File: config.mk
export PLATFORM = sky130hd
export DESIGN_NAME = keypad_hex_reader
export DESIGN_NICKNAME = d
export VERILOG_FILES = /design/src/rtl/keypad_hex_reader_pkg.sv /design/src/rtl/keypad_row_sync.sv /design/src/rtl/keypad_hex_reader.sv
export SDC_FILE = /design/constraint.sdc
export NUM_CORES = 1
export LEC_CHECK = 0
export ABC_CLOCK_PERIOD_IN_PS = 3150
export CAP_MARGIN = 40
export CELL_PAD_IN_SITES_DETAIL_PLACEMENT = 2
export CELL_PAD_IN_SITES_GLOBAL_PLACEMENT = 2
export CORE_ASPECT_RATIO = 1.1
export CORE_MARGIN = 10
export CORE_UTILIZATION = 40
export CTS_BUF_LIST = sky130_fd_sc_hd__clkbuf_8
export DETAILED_ROUTE_END_ITERATION = 10
export DONT_BUFFER_PORTS = 1
export PLACE_DENSITY_LB_ADDON = 0.1
export SLEW_MARGIN = 20
export SYNTH_ARGS = -nofsm -noshare
export SYNTH_HDL_FRONTEND = slang
export SYNTH_SLANG_ARGS = --single-unit
export TNS_END_PERCENT = 20
File: constraint.sdc
create_clock -name Clk -period 3.15 [get_ports Clk]
set_clock_uncertainty 0.1 [all_clocks]
set_input_delay 0.4725 -clock Clk [delete_from_list [all_inputs] [get_ports Clk]]
set_output_delay 0.4725 -clock Clk [all_outputs]
set_load 0.01 [all_outputs]
File: src/rtl/keypad_hex_reader_pkg.sv
// keypad_hex_reader_pkg: shared types and constants for the 4x4 hex keypad reader.
//   kp_state_e  - scanner FSM state encoding
//   key_pos_t   - latched {col,row} position of a candidate key
//   KEY_MAP     - 16-entry row/col to hex code table
//   COL_OUT_RST - column strobe value out of reset (column 0 driven low)
// Optional build macro KEYPAD_SYNC_EN (used by keypad_row_sync) adds a row synchronizer.
package keypad_hex_reader_pkg;

    localparam int unsigned ROW_W     = 4;
    localparam int unsigned COL_IDX_W = 2;
    localparam int unsigned ROW_IDX_W = 2;
    localparam int unsigned CODE_W    = 4;

    typedef enum logic [1:0] {
        ST_SCAN     = 2'd0,
        ST_DEBOUNCE = 2'd1,
        ST_ACCEPT   = 2'd2,
        ST_HELD     = 2'd3
    } kp_state_e;

    typedef struct packed {
        logic [COL_IDX_W-1:0] col;
        logic [ROW_IDX_W-1:0] row;
    } key_pos_t;

    localparam logic [ROW_W-1:0] COL_OUT_RST = 4'b1110;

    // Indexed by {row, col}; entry 0 is row 0 / col 0.
    localparam logic [15:0][CODE_W-1:0] KEY_MAP = {
        4'hD, 4'hE, 4'hF, 4'h0,   // row 3
        4'hC, 4'h9, 4'h8, 4'h7,   // row 2
        4'hB, 4'h6, 4'h5, 4'h4,   // row 1
        4'hA, 4'h3, 4'h2, 4'h1    // row 0
    };

    function automatic logic [CODE_W-1:0] key_lookup(input key_pos_t pos);
        return KEY_MAP[{pos.row, pos.col}];
    endfunction

endpackage

File: src/rtl/keypad_row_sync.sv
// keypad_row_sync: optional two-flop row synchronizer plus lowest-row priority encoder.
//   clk, rst  - present only when KEYPAD_SYNC_EN is defined (sync reset, active high)
//   row_in    - raw active-low keypad rows
//   any_low   - at least one row is pulled low
//   row_idx   - index of the lowest-numbered low row (0 when none)
// KEYPAD_SYNC_EN defined: rows pass through two flops reset to all ones (2 cycles latency).
// KEYPAD_SYNC_EN undefined: rows are used as-is and must already be synchronous.
module keypad_row_sync
    import keypad_hex_reader_pkg::*;
(
`ifdef KEYPAD_SYNC_EN
    input  logic                 clk,
    input  logic                 rst,
`endif
    input  logic [ROW_W-1:0]     row_in,
    output logic                 any_low,
    output logic [ROW_IDX_W-1:0] row_idx
);

    logic [ROW_W-1:0] rows;

`ifdef KEYPAD_SYNC_EN
    logic [ROW_W-1:0] meta_q, meta_d;
    logic [ROW_W-1:0] sync_q, sync_d;

    // Synchronizer next values.
    always_comb begin
        meta_d = row_in;
        sync_d = meta_q;
    end

    // Synchronizer flops idle at "no key pressed".
    always_ff @(posedge clk) begin
        if (rst) begin
            meta_q <= '1;
            sync_q <= '1;
        end else begin
            meta_q <= meta_d;
            sync_q <= sync_d;
        end
    end

    assign rows = sync_q;
`else
    assign rows = row_in;
`endif

    // Lowest row index wins when several rows are low.
    always_comb begin
        any_low = ~&rows;
        row_idx = 2'd0;
        casez (rows)
            4'b???0: row_idx = 2'd0;
            4'b??01: row_idx = 2'd1;
            4'b?011: row_idx = 2'd2;
            4'b0111: row_idx = 2'd3;
            default: row_idx = 2'd0;
        endcase
    end

endmodule

File: src/rtl/keypad_hex_reader.sv
// keypad_hex_reader: scans a 4x4 hex keypad, debounces presses and accumulates typed nibbles.
//   Clk, Reset  - clock, synchronous active-high reset
//   row_in      - keypad rows, active low
//   clear_in    - synchronous clear of Number (wins over a same-cycle shift)
//   col_out     - column strobes, active low, exactly one low
//   key_code    - hex code of the last accepted key
//   key_valid   - one-cycle pulse per accepted press
//   Number      - entry register, shifted left by 4 with key_code in the low nibble
// Build macro KEYPAD_SYNC_EN: synchronize row_in before use (adds 2 cycles).
module keypad_hex_reader
    import keypad_hex_reader_pkg::*;
#(
    parameter int unsigned SCAN_DIV_W       = 16,
    parameter int unsigned DEBOUNCE_SAMPLES = 4,
    parameter int unsigned NUM_WIDTH        = 32
) (
    input  logic                 Clk,
    input  logic                 Reset,
    input  logic [ROW_W-1:0]     row_in,
    input  logic                 clear_in,
    output logic [ROW_W-1:0]     col_out,
    output logic [CODE_W-1:0]    key_code,
    output logic                 key_valid,
    output logic [NUM_WIDTH-1:0] Number
);

    localparam int unsigned CNT_W = $clog2(DEBOUNCE_SAMPLES + 1);
    localparam logic [CNT_W-1:0] CNT_DONE = CNT_W'(DEBOUNCE_SAMPLES);

    kp_state_e               state_q, state_d;
    logic [SCAN_DIV_W-1:0]   scnt_q, scnt_d;
    logic [COL_IDX_W-1:0]    col_q, col_d;
    key_pos_t                cand_q, cand_d;
    logic [CNT_W-1:0]        stable_q, stable_d;
    logic [CNT_W-1:0]        rel_q, rel_d;
    logic [ROW_W-1:0]        col_out_q, col_out_d;
    logic [CODE_W-1:0]       key_code_q, key_code_d;
    logic                    key_valid_q, key_valid_d;
    logic [NUM_WIDTH-1:0]    number_q, number_d;

    logic                    stick_c;
    logic                    accept_c;
    key_pos_t                accept_pos_c;
    logic                    any_low;
    logic [ROW_IDX_W-1:0]    row_idx;

    keypad_row_sync u_row_sync (
`ifdef KEYPAD_SYNC_EN
        .clk     (Clk),
        .rst     (Reset),
`endif
        .row_in  (row_in),
        .any_low (any_low),
        .row_idx (row_idx)
    );

    // Sample at the end of each slot so rows have the whole slot to settle.
    assign stick_c = &scnt_q;

    // Next-state, counters and accept-side outputs.
    always_comb begin
        state_d      = state_q;
        scnt_d       = scnt_q + SCAN_DIV_W'(1);
        col_d        = col_q;
        cand_d       = cand_q;
        stable_d     = stable_q;
        rel_d        = rel_q;
        key_code_d   = key_code_q;
        key_valid_d  = 1'b0;
        number_d     = number_q;
        accept_c     = 1'b0;
        accept_pos_c = cand_q;

        unique case (state_q)
            ST_SCAN: begin
                if (stick_c) begin
                    if (any_low) begin
                        cand_d   = '{col: col_q, row: row_idx};
                        stable_d = CNT_W'(1);
                        if (CNT_W'(1) == CNT_DONE) begin
                            accept_c     = 1'b1;
                            accept_pos_c = '{col: col_q, row: row_idx};
                        end else begin
                            state_d = ST_DEBOUNCE;
                        end
                    end else begin
                        col_d = col_q + 2'd1;
                    end
                end
            end
            ST_DEBOUNCE: begin
                // A different (lower) row going low also counts as a bounce.
                if (stick_c) begin
                    if (any_low && (row_idx == cand_q.row)) begin
                        stable_d = stable_q + CNT_W'(1);
                        if ((stable_q + CNT_W'(1)) == CNT_DONE) begin
                            accept_c = 1'b1;
                        end
                    end else begin
                        state_d = ST_SCAN;
                        col_d   = col_q + 2'd1;
                    end
                end
            end
            ST_ACCEPT: begin
                state_d = ST_HELD;
                rel_d   = '0;
            end
            ST_HELD: begin
                // Wait for a debounced release; the column stays on the held key.
                if (stick_c) begin
                    if (any_low) begin
                        rel_d = '0;
                    end else begin
                        rel_d = rel_q + CNT_W'(1);
                        if ((rel_q + CNT_W'(1)) == CNT_DONE) begin
                            state_d = ST_SCAN;
                        end
                    end
                end
            end
            default: state_d = ST_SCAN;
        endcase

        // Outputs are loaded on the edge into ACCEPT so they are visible during ACCEPT.
        if (accept_c) begin
            state_d     = ST_ACCEPT;
            key_valid_d = 1'b1;
            key_code_d  = key_lookup(accept_pos_c);
            number_d    = (number_q << 4) | NUM_WIDTH'(key_code_d);
        end

        if (clear_in) begin
            number_d = '0;
        end

        col_out_d = ~(4'b0001 << col_d);
    end

    // State and output registers.
    always_ff @(posedge Clk) begin
        if (Reset) begin
            state_q     <= ST_SCAN;
            scnt_q      <= '0;
            col_q       <= '0;
            cand_q      <= '0;
            stable_q    <= '0;
            rel_q       <= '0;
            col_out_q   <= COL_OUT_RST;
            key_code_q  <= '0;
            key_valid_q <= 1'b0;
            number_q    <= '0;
        end else begin
            state_q     <= state_d;
            scnt_q      <= scnt_d;
            col_q       <= col_d;
            cand_q      <= cand_d;
            stable_q    <= stable_d;
            rel_q       <= rel_d;
            col_out_q   <= col_out_d;
            key_code_q  <= key_code_d;
            key_valid_q <= key_valid_d;
            number_q    <= number_d;
        end
    end

    assign col_out   = col_out_q;
    assign key_code  = key_code_q;
    assign key_valid = key_valid_q;
    assign Number    = number_q;

endmodule
==> run metrics, run 1 <==
status completed; number of register bits inferred by synthesis 75; post-detailed-route DRC marker count 0; final critical-path share of the clock period between 80 and 90%; largest buffer count on any clock path 2; top achievable clock speed approximately 0.36 GHz; Final #Nets between 300 and 400; Horiz. Die Dim ~110 um; Total Die Area approximately 12000 um^2; max-capacitance violation count 0; syn_area_per_cell 9.68 um^2; critical path endpoint category flop; biggest fanout along the worst timing path 7; sequential area share after synthesis between 40% and 50%; Clock transition at path regs 0.09 ns; Req. time, crit path 3.29 ns; final critical-path setup slack just under 0.4 ns; height of the die 114 um; EDFF count, synth 0; Register-to-Register Setup Slack between 0.3 and 0.4 ns; Slew HR roughly 60%; iteration-0 DRC count of the detailed router a little under 70; Register-to-Register Path Depth 9; WHS Endpoint scnt_q[11]$_SDFF_PP0_; Hold Crit Class in2reg; detailed-router iteration count before antenna repair 4; relative contribution of the clock network to total power 44.3%; Sequential Power Share between 50% and 60%; Worst EP arrival 2.90 ns; signed area change from the synthesized netlist to the final layout 8.86%; count of distinct cell types in the synthesized netlist 54; layout cells sized above 1 9.55%; Bufs and invs on worst path 1; proportion of power drawn by combinational gates 1.2%; Crit Reg-Reg Startpoint scnt_q[2]$_SDFF_PP0_; crit-path cells nand3_2, nor3_4, and4_1, mux2i_1, nor2_1, inv_1, ha_1, nor2_1, a32o_1; kind of start point of the critical path flop; setup TNS 0 ns; pin count of the biggest net entering global routing 47; Crit path top cell by count sky130_fd_sc_hd__nor2_1; Worst path max stage delay roughly 0.5 ns; TritonCTS clock tree done; number of gates resized after CTS 0; critical path type reg2reg; Post-DP Area 3310 um^2; power per unit of standard cell area 498 nW/um^2; endpoints failing setup 0; hpwl dp approximately 5.7 mm; post-synthesis instance area ~3200 um^2; top cell family by delay on the critical path simple AND/OR/NAND/NOR gates; area of the placeable core about 8000 um^2; DR vias roughly 2400; origin of the worst min-delay path Reset; hold_ws just under 0.09 ns; clock tree root buffer cell sky130_fd_sc_hd__clkbuf_8; global-route wire length before repair approximately 13 mm; number of buffers inserted by post-CTS setup repair 0; total of buffers placed on input and output ports 0; Syn. warnings 0; total leakage power around 1.5 nW; Cell Int Power around 1.3 mW; number of nets still failing antenna checks after routing 0; Sink Count 75; Cells on Worst Hold Path 1; overall fraction of global-route tracks in use 13.4%; average wire per standard cell around 18 um; fin area 3520 um^2; clock latency on the worst-skew pair between 0.3 and 0.4 ns; shortest period the worst path allows 2.75 ns; total net switching power about 0.41 mW; fraction of registers with async set or reset after synthesis 0%; switching power share of the total 23.6%; Gate Count Post-Synth 334; dominant register cell in the synthesized netlist sky130_fd_sc_hd__dfxtp_1; final global-route overflow total 0; total CTS buffers 9; H-Tree Depth 3; final number of max-transition violations 0; routed vias/inst ~5.3; crit path max-delay cell type sky130_fd_sc_hd__and4_1; net count after synthesis 350; slew at the pin closest to its max-slew limit a little under 0.6 ns; number of buffers inserted by hold repair at cts 0; post-placement setup slack between 0.4 and 0.5 ns; Rows 34; drt total wl about 7.9 mm; RSZ-0062 raised after global routing no; initial cell density of the core roughly two fifths; initial antenna violation count 0; final hold vios 0; Ports between 40 and 50; diodes inserted 0; Final Wtd Congestion between 0.7 and 0.8; vias in the first global route 2585; Max VDD drop around 200 uV
## power by group through the flow
stage | clock network, mW | logic, mW | registers (mW)
6_report | 0.777 | 0.0214 | 0.954
3_3_place_gp | 0 | 0.0214 | 0.976
2_1_floorplan | 0 | 0.0248 | 0.975
3_5_place_dp | 0 | 0.0217 | 0.976
4_1_cts | 0.808 | 0.0220 | 0.954
5_1_grt | 0.844 | 0.0249 | 0.954
## through the flow
step	std cells	util (%)	power, mW
after floorplan	334	-	1.00
after global placement	427	41.9	0.997
after detailed placement	427	41.9	0.998
after CTS	443	44.5	1.78
after global routing	443	44.5	1.82
final	443	44.5	1.75
## worst register-to-register path: cells and delay by family (launching register included)
kind / cells / cell delay (ns)
muxes: 1 / 0.17
adders and majority gates: 1 / 0.32
and+or+nand+nor: 5 / 1.33
buffers and inverters: 1 / 0.12
AOI/OAI and AO/OA: 1 / 0.20
DFF: 1 / 0.41
## metal layers
layer  wire (um)  global-route usage, %  share of wire [%]
met2        4030                   24.0                 51
met1        3140                   13.7                 40
met4          87                   5.15                1.1
met5           0                      0                  0
met3         639                   5.29                8.1
## cell families after synthesis
group,after synthesis,share of synthesized area [%]
flip-flops,75,46.4
buffers and inverters,25,3.83
AO/OA/AOI/OAI,36,7.55
XOR/XNOR,12,3.25
multiplexers,43,14.1
adder cells (fa/ha/maj),9,3.48
AND/OR/NAND/NOR,134,21.3
## how the worst max path moves through the flow
stage	startpoint	endpoint	slack (ns)	cells after the start
floorplan	scnt_q[7]$_SDFF_PP0_	flop	0.87	11
global placement	scnt_q[2]$_SDFF_PP0_	flop	0.52	9
detailed placement	scnt_q[2]$_SDFF_PP0_	flop	0.43	9
CTS	scnt_q[2]$_SDFF_PP0_	flop	0.38	9
global route	scnt_q[2]$_SDFF_PP0_	flop	0.17	9
finish	scnt_q[2]$_SDFF_PP0_	flop	0.40	9
## layout make-up
class                   instances  area, um^2
clock buffers                   9         124
multi-input cells             234        1620
repair buffers                  2        27.5
inverters                       8        30.0
fillers                       896        4390
flip-flops and latches         75        1500
clock inverters                 7        82.6
well taps                     108         135
## cells in the final DEF, fill, tap and decap left out, drive strengths merged, types with 2 or more instances in the layout
master    synthesis  final
dfxtp            75     75
nor2             62     62
mux2i            42     42
nand2            16     16
inv               8     12
o21ai            11     11
nand3            11     11
a21oi             9      9
ha                9      9
clkbuf            8      9
xor2              8      8
nand4             6      6
nor2b             5      5
nor3              5      5
and3              4      4
xnor2             4      4
or3               4      4
and4              4      4
nand2b            4      4
and2              3      3
a21boi            3      3
a32o              2      2
nor3b             2      2
or2               2      2
clkinvlp          0      2
o2111ai           2      2
buf               9      2
## state kept, by name, summed over array words and instances (netlist names), named ones only
register and count:
Number 32, accept_pos_c 4, col_out 4, col_q 2, key_code 4, key_valid 1, rel_q 3, scnt_q 16
stable_q 3, state_q 2
## Yosys cell counts (2+ instances only)
cell / n / share of area, %
sky130_fd_sc_hd__nand3_1: 9 / 1.4
sky130_fd_sc_hd__nand2_1: 16 / 1.9
sky130_fd_sc_hd__nor2_1: 62 / 7.2
sky130_fd_sc_hd__nor2b_1: 5 / 0.97
sky130_fd_sc_hd__and2_1: 3 / 0.58
sky130_fd_sc_hd__mux2i_1: 40 / 12
sky130_fd_sc_hd__and4_1: 3 / 0.81
sky130_fd_sc_hd__and3_1: 4 / 0.77
sky130_fd_sc_hd__xnor2_1: 4 / 1.1
sky130_fd_sc_hd__ha_1: 9 / 3.5
sky130_fd_sc_hd__o21ai_0: 10 / 1.5
sky130_fd_sc_hd__xor2_1: 8 / 2.2
sky130_fd_sc_hd__nand3_2: 2 / 0.62
sky130_fd_sc_hd__buf_1: 2 / 0.23
sky130_fd_sc_hd__nand4_1: 6 / 1.2
sky130_fd_sc_hd__a32o_1: 2 / 0.62
sky130_fd_sc_hd__buf_2: 3 / 0.46
sky130_fd_sc_hd__nor3_1: 3 / 0.46
sky130_fd_sc_hd__clkbuf_1: 8 / 0.93
sky130_fd_sc_hd__or2_2: 2 / 0.39
sky130_fd_sc_hd__or3_1: 4 / 0.77
sky130_fd_sc_hd__nor3b_1: 2 / 0.46
sky130_fd_sc_hd__a21oi_1: 9 / 1.4
sky130_fd_sc_hd__inv_1: 8 / 0.93
sky130_fd_sc_hd__mux2i_4: 2 / 1.4
sky130_fd_sc_hd__nand2b_1: 3 / 0.58
sky130_fd_sc_hd__dfxtp_1: 75 / 46
sky130_fd_sc_hd__buf_6: 3 / 1.0
sky130_fd_sc_hd__nor3_4: 2 / 1.0
(Power assumes the default switching activity.)
==> run 2, diff against run 1 <==
- CORE_UTILIZATION: 40 -> 41
==> run metrics, run 2 (synthesis gave the netlist of run 1 again) <==
status completed; Filler Cells Inserted a little over 800; initial cell density of the core a little over two fifths; Horiz. Die Dim 105 um; setup TNS 0 ns; number of gates resized after CTS 0; final critical-path share of the clock period 88.3%; final number of max-transition violations 0; layout cells sized above 1 approximately 9.3%; Clock transition at path regs 0.08 ns; biggest fanout along the worst timing path 7; total leakage power roughly 1.5 nW; area of the placeable core 7560 um^2; height of the die approximately 110 um; endpoints failing setup 0; iteration-0 DRC count of the detailed router 60; origin of the worst min-delay path Reset; clock latency on the worst-skew pair about 0.35 ns; Sink Count 75; pin count of the biggest net entering global routing 47; Max VDD drop ~270 uV; signed area change from the synthesized netlist to the final layout 9.17%; post-detailed-route DRC marker count 0; total CTS buffers 9; Total Die Area approximately 12000 um^2; average wire per standard cell between 15 and 20 um; critical path endpoint category flop; top achievable clock speed 0.360 GHz; Req. time, crit path roughly 3.3 ns; flip-flop count of the largest register after layout 32; Final #Nets roughly 350; kind of start point of the critical path flop; Final Wtd Congestion ~0.76; Worst EP arrival 2.91 ns; routed vias/inst ~5.3; largest buffer count on any clock path 2; Ports 48; most used cells in the layout excluding fill and tap cells 75 x sky130_fd_sc_hd__dfxtp_1, 62 x sky130_fd_sc_hd__nor2_1, 40 x sky130_fd_sc_hd__mux2i_1; Crit Reg-Reg Startpoint scnt_q[2]$_SDFF_PP0_; final core area utilization a little under half; number of buffers inserted by post-CTS setup repair 0; total of buffers placed on input and output ports 0; combined area of the multi-input logic cells between 1500 and 2000 um^2; shortest period the worst path allows between 2 and 3 ns; slew at the pin closest to its max-slew limit 0.608 ns; Register-to-Register Setup Slack between 0.3 and 0.4 ns; clock tree root buffer cell sky130_fd_sc_hd__clkbuf_8; Rows 33; RSZ-0062 raised after global routing no; Cells on Worst Hold Path 1; global-route wire length before repair 13.1 mm; drt total wl roughly 8.0 mm; final hold vios 0; diodes inserted 0; max-capacitance violation count 0; TritonCTS clock tree done; initial antenna violation count 0; DR vias 2333; most common cell after layout, fill and taps aside sky130_fd_sc_hd__dfxtp_1; WHS Endpoint rel_q[0]$_SDFFE_PP0P_; Slew HR approximately three fifths; H-Tree Depth 3; footprint of the flip-flops and latches around 1500 um^2; Register-to-Register Path Depth 9; detailed-router iteration count before antenna repair 4; number of buffers inserted by hold repair at cts 0; Hold Crit Class in2reg; critical path type reg2reg; number of nets still failing antenna checks after routing 0; hpwl dp between 5 and 6 mm; power per unit of standard cell area between 500 and 600 nW/um^2; final global-route overflow total 0; overall fraction of global-route tracks in use between 10% and 20%; vias in the first global route 2449
[run 2: cell types whose count changed in the layout (fill, tap and decap cells not counted), sizes merged]
| cell | previous run | this run |
|---|---|---|
| bufinv | 1 | 2 |
| buf | 2 | 1 |
| clkinv | 0 | 1 |
| clkinvlp | 2 | 0 |
[run 2: where the power goes]
part | internal, mW | total [mW] | switching, mW
clock network | 0.459 | 0.851 | 0.392
registers | 0.950 | 0.954 | 0.00307
logic | 0.00818 | 0.0226 | 0.0144
total | 1.42 | 1.83 | 0.409
[run 2: how the worst max path moves through the flow]
| stage | startpoint | end | slack, ns | cells after the start |
|---|---|---|---|---|
| finish | scnt_q[2]$_SDFF_PP0_ | flop | 0.37 | 9 |
| CTS | scnt_q[2]$_SDFF_PP0_ | flop | 0.32 | 9 |
| floorplan | scnt_q[7]$_SDFF_PP0_ | flop | 0.87 | 11 |
| global placement | scnt_q[2]$_SDFF_PP0_ | flop | 0.55 | 9 |
| global route | scnt_q[7]$_SDFF_PP0_ | flop | 0.07 | 9 |
| detailed placement | scnt_q[7]$_SDFF_PP0_ | flop | 0.35 | 9 |
[run 2: per-stage QoR]
step                      instance area, um^2  total power, mW  std cells  setup slack [ns]  hold slack [ns]
after CTS                                3530             1.85        439             0.322           0.0763
after global placement                   3300            0.997        423             0.551            0.342
after global routing                     3530             1.89        439            0.0734           0.0791
after floorplan                          3230             1.00        334             0.874            0.319
final                                    3530             1.83        439             0.370           0.0916
after detailed placement                 3300            0.998        423             0.355            0.350
[run 2: worst max-delay path, stage by stage (launching register included)]
cell,delay (ns)
sky130_fd_sc_hd__dfxtp_1,0.41
sky130_fd_sc_hd__nand3_2,0.16
sky130_fd_sc_hd__nor3_4,0.33
sky130_fd_sc_hd__and4_1,0.51
sky130_fd_sc_hd__mux2i_1,0.16
sky130_fd_sc_hd__nor2_1,0.30
sky130_fd_sc_hd__inv_1,0.12
sky130_fd_sc_hd__ha_1,0.32
sky130_fd_sc_hd__mux2i_1,0.15
sky130_fd_sc_hd__mux2i_1,0.10
[run 2: per-layer routing]
metal | wire [um] | global-route usage [%] | vias to the layer above
li1 | - | - | 1144
met1 | 3480 | 15.0 | 1147
met2 | 4040 | 24.1 | 35
met3 | 410 | 3.69 | 7
met4 | 83 | 4.67 | 0
met5 | 0 | 0 | -
[run 2: final cells by class]
cell class	count	area share (%)
Timing Repair Buffer	1	0.567
Sequential cell	75	42.5
Tap cell	105	3.72
Inverter	8	0.851
Multi-Input combinational cell	234	45.9
Clock buffer	9	3.51
Clock inverter	7	2.94
